[config.mk]
export PLATFORM = sky130hd
export DESIGN_NAME = seven_seg_scan_decoder_flat
export DESIGN_NICKNAME = d
export VERILOG_FILES = /design/src/rtl/seven_seg_scan_if.sv /design/src/rtl/seven_seg_scan_decoder.sv /design/src/flat_wrapper.sv
export SDC_FILE = /design/constraint.sdc
export NUM_CORES = 1
export LEC_CHECK = 0
export CORE_ASPECT_RATIO = 2
export CORE_MARGIN = 1.5
export CORE_UTILIZATION = 50
export DETAILED_ROUTE_END_ITERATION = 6
export MAX_ROUTING_LAYER = met4
export PLACE_DENSITY = 0.7
export SYNTH_ARGS = -nofsm -noshare
export SYNTH_HDL_FRONTEND = slang
export SYNTH_SLANG_ARGS = --single-unit
[constraint.sdc]
create_clock -name clk -period 4.5 [get_ports clk]
set_input_delay 0.45 -clock clk [delete_from_list [all_inputs] [get_ports clk]]
set_output_delay 0.45 -clock clk [all_outputs]
set_load 0.02 [all_outputs]
[src/rtl/seven_seg_scan_if.sv]
// Scanned display lines (driven by the display side) and the decoded frame outputs.
interface seven_seg_scan_if;
  logic [6:0]  segments;
  logic [3:0]  anode_active;
  logic        decimal_pt;
  logic [15:0] digits;
  logic [3:0]  dp_mask;
  logic        frame_valid;
  logic        frame_done;
  logic        digits_changed;
  logic        decode_err;

  modport master (
    output segments, anode_active, decimal_pt,
    input  digits, dp_mask, frame_valid, frame_done, digits_changed, decode_err
  );

  modport slave (
    input  segments, anode_active, decimal_pt,
    output digits, dp_mask, frame_valid, frame_done, digits_changed, decode_err
  );
endinterface

[src/rtl/seven_seg_scan_decoder.sv]
// Snoops a multiplexed active-low seven-segment display, waits for each digit slot
// to settle, decodes it back to BCD and publishes coherent 4-digit frames.
module seven_seg_scan_decoder #(
  parameter int unsigned STABLE_CYCLES  = 4,
  parameter int unsigned TIMEOUT_CYCLES = 4_000_000
) (
  input  logic            clk,
  input  logic            rst,
  seven_seg_scan_if.slave scan
);
  localparam int unsigned     SW          = $clog2(STABLE_CYCLES + 1);
  localparam int unsigned     TW          = $clog2(TIMEOUT_CYCLES + 1);
  localparam logic [SW-1:0]   STABLE_MAX  = SW'(STABLE_CYCLES);
  localparam logic [TW-1:0]   TIMEOUT_MAX = TW'(TIMEOUT_CYCLES);
  // Sample word is {anode[3:0], segments[6:0], dp}; all-ones is a dark, idle display.
  localparam logic [11:0]     IDLE_SAMPLE = 12'hFFF;

  logic [11:0]   sync1_q, sync2_q, prev_q;
  logic [SW-1:0] stab_q, stab_d;
  logic [15:0]   shadow_q, shadow_d;
  logic [3:0]    shadow_dp_q, shadow_dp_d;
  logic [3:0]    seen_q, seen_d;
  logic [TW-1:0] tmo_q, tmo_d;
  logic [15:0]   digits_q;
  logic [3:0]    dp_mask_q;
  logic          frame_valid_q, frame_done_q, changed_q, err_q;

  logic [3:0] anode;
  logic [6:0] seg;
  logic       dp_n;
  logic [1:0] slot;
  logic       slot_valid, anode_err, same, capture, publish, expire;
  logic [3:0] nib;
  logic       seg_ok;

  assign {anode, seg, dp_n} = sync2_q;

  always_comb begin
    slot       = 2'd0;
    slot_valid = 1'b1;
    case (anode)
      4'b0111: slot = 2'd3;
      4'b1011: slot = 2'd2;
      4'b1101: slot = 2'd1;
      4'b1110: slot = 2'd0;
      default: slot_valid = 1'b0;
    endcase
  end

  always_comb begin
    nib    = 4'hF;
    seg_ok = 1'b1;
    case (seg)
      7'h01:   nib = 4'd0;
      7'h4F:   nib = 4'd1;
      7'h12:   nib = 4'd2;
      7'h06:   nib = 4'd3;
      7'h4C:   nib = 4'd4;
      7'h24:   nib = 4'd5;
      7'h20:   nib = 4'd6;
      7'h0F:   nib = 4'd7;
      7'h00:   nib = 4'd8;
      7'h04:   nib = 4'd9;
      default: seg_ok = 1'b0;
    endcase
  end

  // Illegal anode patterns flag only on the cycle they first appear.
  assign anode_err = !slot_valid && (anode != 4'b1111) && (anode != prev_q[11:8]);
  assign same      = (sync2_q == prev_q);
  assign capture   = same && slot_valid && (stab_q == STABLE_MAX - 1'b1);
  assign publish   = (seen_q == 4'hF);
  assign expire    = !publish && (tmo_q == TIMEOUT_MAX - 1'b1);

  always_comb begin
    stab_d      = stab_q;
    seen_d      = seen_q;
    shadow_d    = shadow_q;
    shadow_dp_d = shadow_dp_q;
    tmo_d       = tmo_q;
    if (!same)
      stab_d = SW'(1);
    else if (stab_q != STABLE_MAX)
      stab_d = stab_q + 1'b1;
    if (publish || expire)
      seen_d = 4'h0;
    if (capture) begin
      seen_d[slot]                 = 1'b1;
      shadow_d[{slot, 2'b00} +: 4] = nib;
      shadow_dp_d[slot]            = ~dp_n;
    end
    if (publish)
      tmo_d = '0;
    else if (tmo_q != TIMEOUT_MAX)
      tmo_d = tmo_q + 1'b1;
  end

  always_ff @(posedge clk or posedge rst) begin
    if (rst) begin
      sync1_q       <= IDLE_SAMPLE;
      sync2_q       <= IDLE_SAMPLE;
      prev_q        <= IDLE_SAMPLE;
      stab_q        <= '0;
      shadow_q      <= '0;
      shadow_dp_q   <= '0;
      seen_q        <= '0;
      tmo_q         <= '0;
      digits_q      <= '0;
      dp_mask_q     <= '0;
      frame_valid_q <= 1'b0;
      frame_done_q  <= 1'b0;
      changed_q     <= 1'b0;
      err_q         <= 1'b0;
    end else begin
      sync1_q       <= {scan.anode_active, scan.segments, scan.decimal_pt};
      sync2_q       <= sync1_q;
      prev_q        <= sync2_q;
      stab_q        <= stab_d;
      shadow_q      <= shadow_d;
      shadow_dp_q   <= shadow_dp_d;
      seen_q        <= seen_d;
      tmo_q         <= tmo_d;
      frame_done_q  <= publish;
      changed_q     <= publish && (shadow_q != digits_q);
      err_q         <= anode_err || (capture && !seg_ok);
      if (publish) begin
        digits_q      <= shadow_q;
        dp_mask_q     <= shadow_dp_q;
        frame_valid_q <= 1'b1;
      end else if (expire) begin
        frame_valid_q <= 1'b0;
      end
    end
  end

  assign scan.digits         = digits_q;
  assign scan.dp_mask        = dp_mask_q;
  assign scan.frame_valid    = frame_valid_q;
  assign scan.frame_done     = frame_done_q;
  assign scan.digits_changed = changed_q;
  assign scan.decode_err     = err_q;
endmodule

[src/flat_wrapper.sv]
// flat-port wrapper written by rule: the top's interface ports become plain ports
module seven_seg_scan_decoder_flat 
#(
  parameter int unsigned STABLE_CYCLES  = 4,
  parameter int unsigned TIMEOUT_CYCLES = 4_000_000
)
  (clk, rst, scan_segments, scan_anode_active, scan_decimal_pt, scan_digits, scan_dp_mask, scan_frame_valid, scan_frame_done, scan_digits_changed, scan_decode_err);
  seven_seg_scan_if scan_i ();
  input  logic clk;
  input  logic rst;
  input wire logic [$bits(scan_i.segments)-1:0] scan_segments;
  input wire logic [$bits(scan_i.anode_active)-1:0] scan_anode_active;
  input wire logic [$bits(scan_i.decimal_pt)-1:0] scan_decimal_pt;
  output wire logic [$bits(scan_i.digits)-1:0] scan_digits;
  output wire logic [$bits(scan_i.dp_mask)-1:0] scan_dp_mask;
  output wire logic [$bits(scan_i.frame_valid)-1:0] scan_frame_valid;
  output wire logic [$bits(scan_i.frame_done)-1:0] scan_frame_done;
  output wire logic [$bits(scan_i.digits_changed)-1:0] scan_digits_changed;
  output wire logic [$bits(scan_i.decode_err)-1:0] scan_decode_err;
  assign scan_i.segments = scan_segments;
  assign scan_i.anode_active = scan_anode_active;
  assign scan_i.decimal_pt = scan_decimal_pt;
  assign scan_digits = scan_i.digits;
  assign scan_dp_mask = scan_i.dp_mask;
  assign scan_frame_valid = scan_i.frame_valid;
  assign scan_frame_done = scan_i.frame_done;
  assign scan_digits_changed = scan_i.digits_changed;
  assign scan_decode_err = scan_i.decode_err;
  seven_seg_scan_decoder #(.STABLE_CYCLES(STABLE_CYCLES), .TIMEOUT_CYCLES(TIMEOUT_CYCLES)) u_core (.clk(clk), .rst(rst), .scan(scan_i));
endmodule
==> Yosys cells after proc, flatten, opt, wreduce, memory -nomap -nowiden <==
Index checks and enable logic that the tools add are counted.
{ "totals": {"wordCells": 80, "inputBits": 14, "out_inout_bits": 24, "ff_bits": 109} }
{ "op_classes": {"eq_ne": 23, "order_cmp": 2, "bitwise_logic": 2, "n_mux": 16, "n_reduce_logical": 18, "n_addsub": 3, "shifts": 2} }
{ "op_table": {"columns": ["cell", "n"], "rows": [
  ["$mux W22", 2],
  ["$pmux W4 S10", 1],
  ["$add A22 B1 Y22 const B", 1],
  ["$eq A22 B22 Y1 const B", 1],
  ["$ne A22 B22 Y1 const B", 1],
  ["$bwmux W16", 1],
  ["$eq A4 B4 Y1 const B", 4],
  ["$ne A16 B16 Y1", 1],
  ["$shift A4 B6 Y16 const A", 1],
  ["$shiftx A4 B6 Y16", 1],
  ["$eq A7 B3 Y1 const B", 2],
  ["$eq A7 B6 Y1 const B", 2],
  ["$eq A7 B7 Y1 const B", 2],
  ["$eq A12 B12 Y1", 1],
  ["$reduce_or A10 Y1", 1],
  ["$logic_and A1 B1 Y1", 8],
  ["$mux W4", 2],
  ["$eq A7 B1 Y1 const B", 1],
  ["$eq A7 B4 Y1 const B", 1],
  ["$eq A7 B5 Y1 const B", 1],
  ["$logic_not A7 Y1", 1],
  ["$mux W3", 2],
  ["$neg A4 Y6", 1],
  ["$pmux W2 S3", 1],
  ["other kinds (18)", 26]
]} }

==> Logic depth before layout (Yosys ltp) <==
{ "depth": {"depth_word": 8, "mapped_depth": 8, "mapped_depth_nobuf": 7} }

==> Least setup slack after synthesis <==
OpenSTA, ideal clock, no wires.
{ "synth_path": {"path_kind": "reg-to-reg", "from": "register u_core.sync2_q[11]", "to": "register u_core.shadow_q[12]", "path_slack_ps": 2431, "period_less_slack_ps": 2069, "arrival_time_ps": 1990, "stages_incl_launch_ff": 8, "t_required_ps": 4422, "path_cell_list": "dfstp_2 clkbuf_1 xor2_1 nand3_1 ha_1 nor3_1 nand4_1 o2bb2ai_1"} }
{ "synth_between": {"elab_chain_len": 5, "elab_cells_between_ends": 14, "cone_classes": "1 x add/sub; 5 x eq/ne; 2 x shift; 3 x mux; 3 x reduce/logical"} }
{ "synth_rtl": {"columns": ["item", "line_no", "source"], "rows": [
  ["start, declared", "seven_seg_scan_decoder.sv:18", "logic [11:0] sync1_q, sync2_q, prev_q;"],
  ["start signal, assigned", "seven_seg_scan_decoder.sv:116", "sync2_q <= sync1_q;"],
  ["$eq A4 B4 Y1 or $eq A4 B3 Y1 (tied branches)", "seven_seg_scan_decoder.sv:41", "case (anode)"],
  ["$pmux W2 S3 or $reduce_or A4 Y1 (tied branches)", null, null],
  ["$neg A4 Y6 or $mux W1 (tied branches)", "seven_seg_scan_decoder.sv:89, seven_seg_scan_decoder.sv:41", null],
  ["$shiftx A4 B6 Y16, or another cell as far along", "seven_seg_scan_decoder.sv:89", "shadow_d[{slot, 2'b00} +: 4] = nib;"],
  ["$bwmux W16 or $logic_and A1 B1 Y1 (tied branches)", "seven_seg_scan_decoder.sv:89, seven_seg_scan_decoder.sv:71", null],
  ["end signal, assigned", "seven_seg_scan_decoder.sv:119", "shadow_q <= shadow_d;"],
  ["end, declared", "seven_seg_scan_decoder.sv:20", "logic [15:0] shadow_q, shadow_d;"]
]} }
Parallel ways exist; a longest one is shown, timed or not.
A chain may end at the register's enable or synchronous reset.

==> Final worst setup path <==
{ "layout_path": {"from": "register u_core.sync2_q[2]", "to": "register u_core.shadow_q[6]"} }
{ "layout_between": {"elab_chain_len": 4, "elab_cells_between_ends": 16, "cone_classes": "10 x eq/ne; 1 x shift; 2 x mux; 3 x reduce/logical"} }
{ "layout_rtl": {"columns": ["item", "line_no", "source"], "rows": [
  ["$eq A7 B3 Y1, or another cell as far along", "seven_seg_scan_decoder.sv:53", "case (seg)"],
  ["$pmux W4 S10", "seven_seg_scan_decoder.sv:53", null],
  ["$shiftx A4 B6 Y16", "seven_seg_scan_decoder.sv:89", null],
  ["$bwmux W16", "seven_seg_scan_decoder.sv:89", null]
]} }
Parallel ways exist; a longest one is shown, timed or not.

==> impl_metrics.json <==
{
  "cts-root-buf": "clkbuf_16",
  "hold_violations": 0,
  "cts_max_path_buffers": 2,
  "gp_congestion": 0.8766,
  "cp-end-kind": "flop",
  "cts_tree": "yes",
  "finalCriticalPeriod_ns": 2.574,
  "status": "finished, final reports clean",
  "vias": 3194,
  "syn_to_final_growth_pct": 14.47,
  "post-dp-hpwl_um": 7182,
  "initial_core_util_pct": 51.77,
  "diodes": 0,
  "drt-vias-per-instance": 5.516,
  "antenna_found_initial": 0,
  "maxSlewHeadroom_pct": 38.40,
  "clk_latency_ns": 0.35,
  "syn_area_per_cell_sq_um": 11.19,
  "cts_resized": 0,
  "setup_viol": 0,
  "synth_ff_type": "dfrtp_1",
  "core.rowCount": 50,
  "drc": 0,
  "synth.most_common_cell": "nand2_1",
  "hold_path_class": "reg2reg",
  "numCtsBuffers": 9,
  "clock-sinks": 109,
  "slew_violations": 0,
  "synth_common_cells": "nand2_1 (79), dfrtp_1 (73), xnor2_1 (37)",
  "holdPathEnd": "u_core.sync2_q[10]",
  "syn_inst": 434,
  "io_pins": 38,
  "die_w_um": 72.70,
  "worstPathMaxFanout": 17,
  "fillCellCount": 794,
  "timing.final.ws_setup_ns": 1.926,
  "grt_pass1_vias": 3237,
  "ys_seq_area_share_pct": 57.07,
  "fin_tns_setup_ns": 0,
  "power.density_nw_per_um2": 330.4,
  "grtUsageTotal_pct": 21.00,
  "fmax_mhz": 388.6,
  "ctsHoldBuffers": 0,
  "post_drt_wl_per_cell_um": 16.53,
  "r2r_start": "u_core.sync2_q[2]",
  "irDropWorstVdd_v": 0.0001896,
  "seq_area_sq_um": 2773,
  "grt_max_degree": 49,
  "clock_skew_ns": 0.006457,
  "reg2reg_depth": 5,
  "cts.clk_slew.worst_paths_ns": 0.07,
  "syn_nets": 460,
  "drt-initial-drc-count": 176,
  "critPathRequiredTime_ns": 4.74,
  "ys_seq_elements": 109,
  "ant_nets": 0,
  "final_nets": 496,
  "drt-total-wl_um": 9568,
  "r2r_setup_slack_ns": 1.93,
  "die-area_sq_um": 10350,
  "post-route-period-util_pct": 57.19,
  "fp.dieH_um": 142.4,
  "whs_path_depth": 0,
  "start_kind": "flop",
  "multiInputGateArea_sq_um": 1933,
  "grt_first_pass_wirelength_um": 15740,
  "synth.area.top_cells": "dfrtp_1 (38%), dfstp_2 (19%), xnor2_1 (6.7%)",
  "synth.largest_area_cell": "dfrtp_1",
  "port_buffers": 37,
  "dr.pass1.iters": 4,
  "syn-cell-area_sq_um": 4858,
  "r2r_end": "u_core.shadow_q[6]",
  "hp-start": "u_core.sync1_q[10]",
  "cts_max_level": 3,
  "core-area_sq_um": 9384,
  "synth_warnings": 0,
  "postCtsSetupRepairBufs": 0,
  "crit_type": "reg2reg",
  "yosysTopAreaCellShare_pct": 37.60,
  "maxCapViolCount": 0,
  "worst_ep_arrival_time_ns": 2.81,
  "synth-edff-count": 0,
  "grt.overflow.total": 0,
  "leakage_nw": 2.421,
  "worstMarginPinSlew_ns": 0.9190,
  "drive_gt1_share_pct": 15.79,
  "rsz0062_at_grt": "false",
  "synth_cell_types": 55,
  "async_flop_share_pct": 100.0,
  "place_ws_ns": 1.935
}
-- worst max-delay path, stage by stage (launching register included) --
cell	delay, ns
dfstp_2	0.64
xnor2_1	0.15
nand4_1	0.21
nor3_2	0.79
nand3_1	0.32
mux2_2	0.35
-- report_power, final --
part / total [mW] / internal (mW) / switching, mW / leakage [nW]
Sequential: 1.03 / 1.01 / 0.0179 / 1.38
Combinational: 0.0777 / 0.0330 / 0.0447 / 0.911
Clock: 0.732 / 0.380 / 0.352 / 0.134
Total: 1.84 / 1.42 / 0.415 / 2.42
-- layout by cell type, fill, tap and decap left out, types with 12 or more instances in the layout --
master / synthesis / routed
dfrtp_1: 73 / 73
nand3_1: 16 / 16
xor2_1: 13 / 13
clkdlybuf4s50_1: 0 / 37
nand2_1: 79 / 79
nand4_1: 15 / 15
xnor2_1: 37 / 37
dfstp_2: 36 / 36
o2bb2ai_1: 12 / 12
nor2_1: 28 / 28
ha_1: 12 / 12
-- worst max path at each step --
stage / startpoint / to / depth (start not counted)
CTS: u_core.sync2_q[2] / u_core.shadow_q[6] / 5
global route: u_core.sync2_q[11] / u_core.shadow_q[6] / 5
detailed placement: u_core.sync2_q[2] / u_core.shadow_q[6] / 5
global placement: u_core.sync2_q[11] / u_core.shadow_q[6] / 5
floorplan: rst / u_core.scan.decode_err / 1
finish: u_core.sync2_q[2] / u_core.shadow_q[6] / 5
-- state kept, by name, summed over array words and instances, names as in the netlist, 3 cells and up --
signal,cells
u_core.scan.dp_mask,4
u_core.tmo_q,22
u_core.stab_q,3
u_core.scan.digits,16
u_core.seen_q,4
u_core.sync1_q,12
u_core.prev_q,12
u_core.shadow_q,16
u_core.sync2_q,12
u_core.shadow_dp_q,4
-- area by class of cell --
| class | count | share of cell area (%) |
|---|---|---|
| inverter | 13 | 0.9224 |
| sequential | 109 | 49.85 |
| multi-input combinational | 296 | 34.76 |
| tap | 104 | 2.340 |
| clock buffer | 10 | 4.117 |
| timing repair buffer | 41 | 7.199 |
| clock inverter | 6 | 0.8099 |
-- cell families after synthesis --
family                   share of synthesized area (%)
AND/OR/NAND/NOR                                  18.34
flip-flops                                       57.07
XOR/XNOR                                         9.014
AO/OA/AOI/OAI                                    8.241
buffers and inverters                            3.142
adder cells (fa/ha/maj)                          3.090
multiplexers                                     1.107
-- routing by layer --
| layer | vias to the layer above | share of wire [%] | track usage (%) |
|---|---|---|---|
| met3 | 18 | 2.0 | 3.966 |
| met1 | 1574 | 36 | 19.91 |
| met2 | 50 | 58 | 38.77 |
| met4 | 0 | 4.0 | 10.63 |
| li1 | 1552 | - | - |
| met5 | - | 0 | - |
-- metrics by stage --
step / utilization (%) / instances / hold WS (ns) / power [mW] / area, sq um
after floorplan: - / 434 / 0.3452 / 1.094 / 4858
after global placement: 56.35 / 563 / 0.3455 / 1.123 / 5288
after detailed placement: 56.35 / 563 / 0.3472 / 1.126 / 5288
after CTS: 59.27 / 579 / 0.3574 / 1.856 / 5562
after global routing: 59.27 / 579 / 0.3615 / 1.906 / 5562
final: 59.27 / 579 / 0.3567 / 1.838 / 5562
Power figures use the tool's default switching activity.
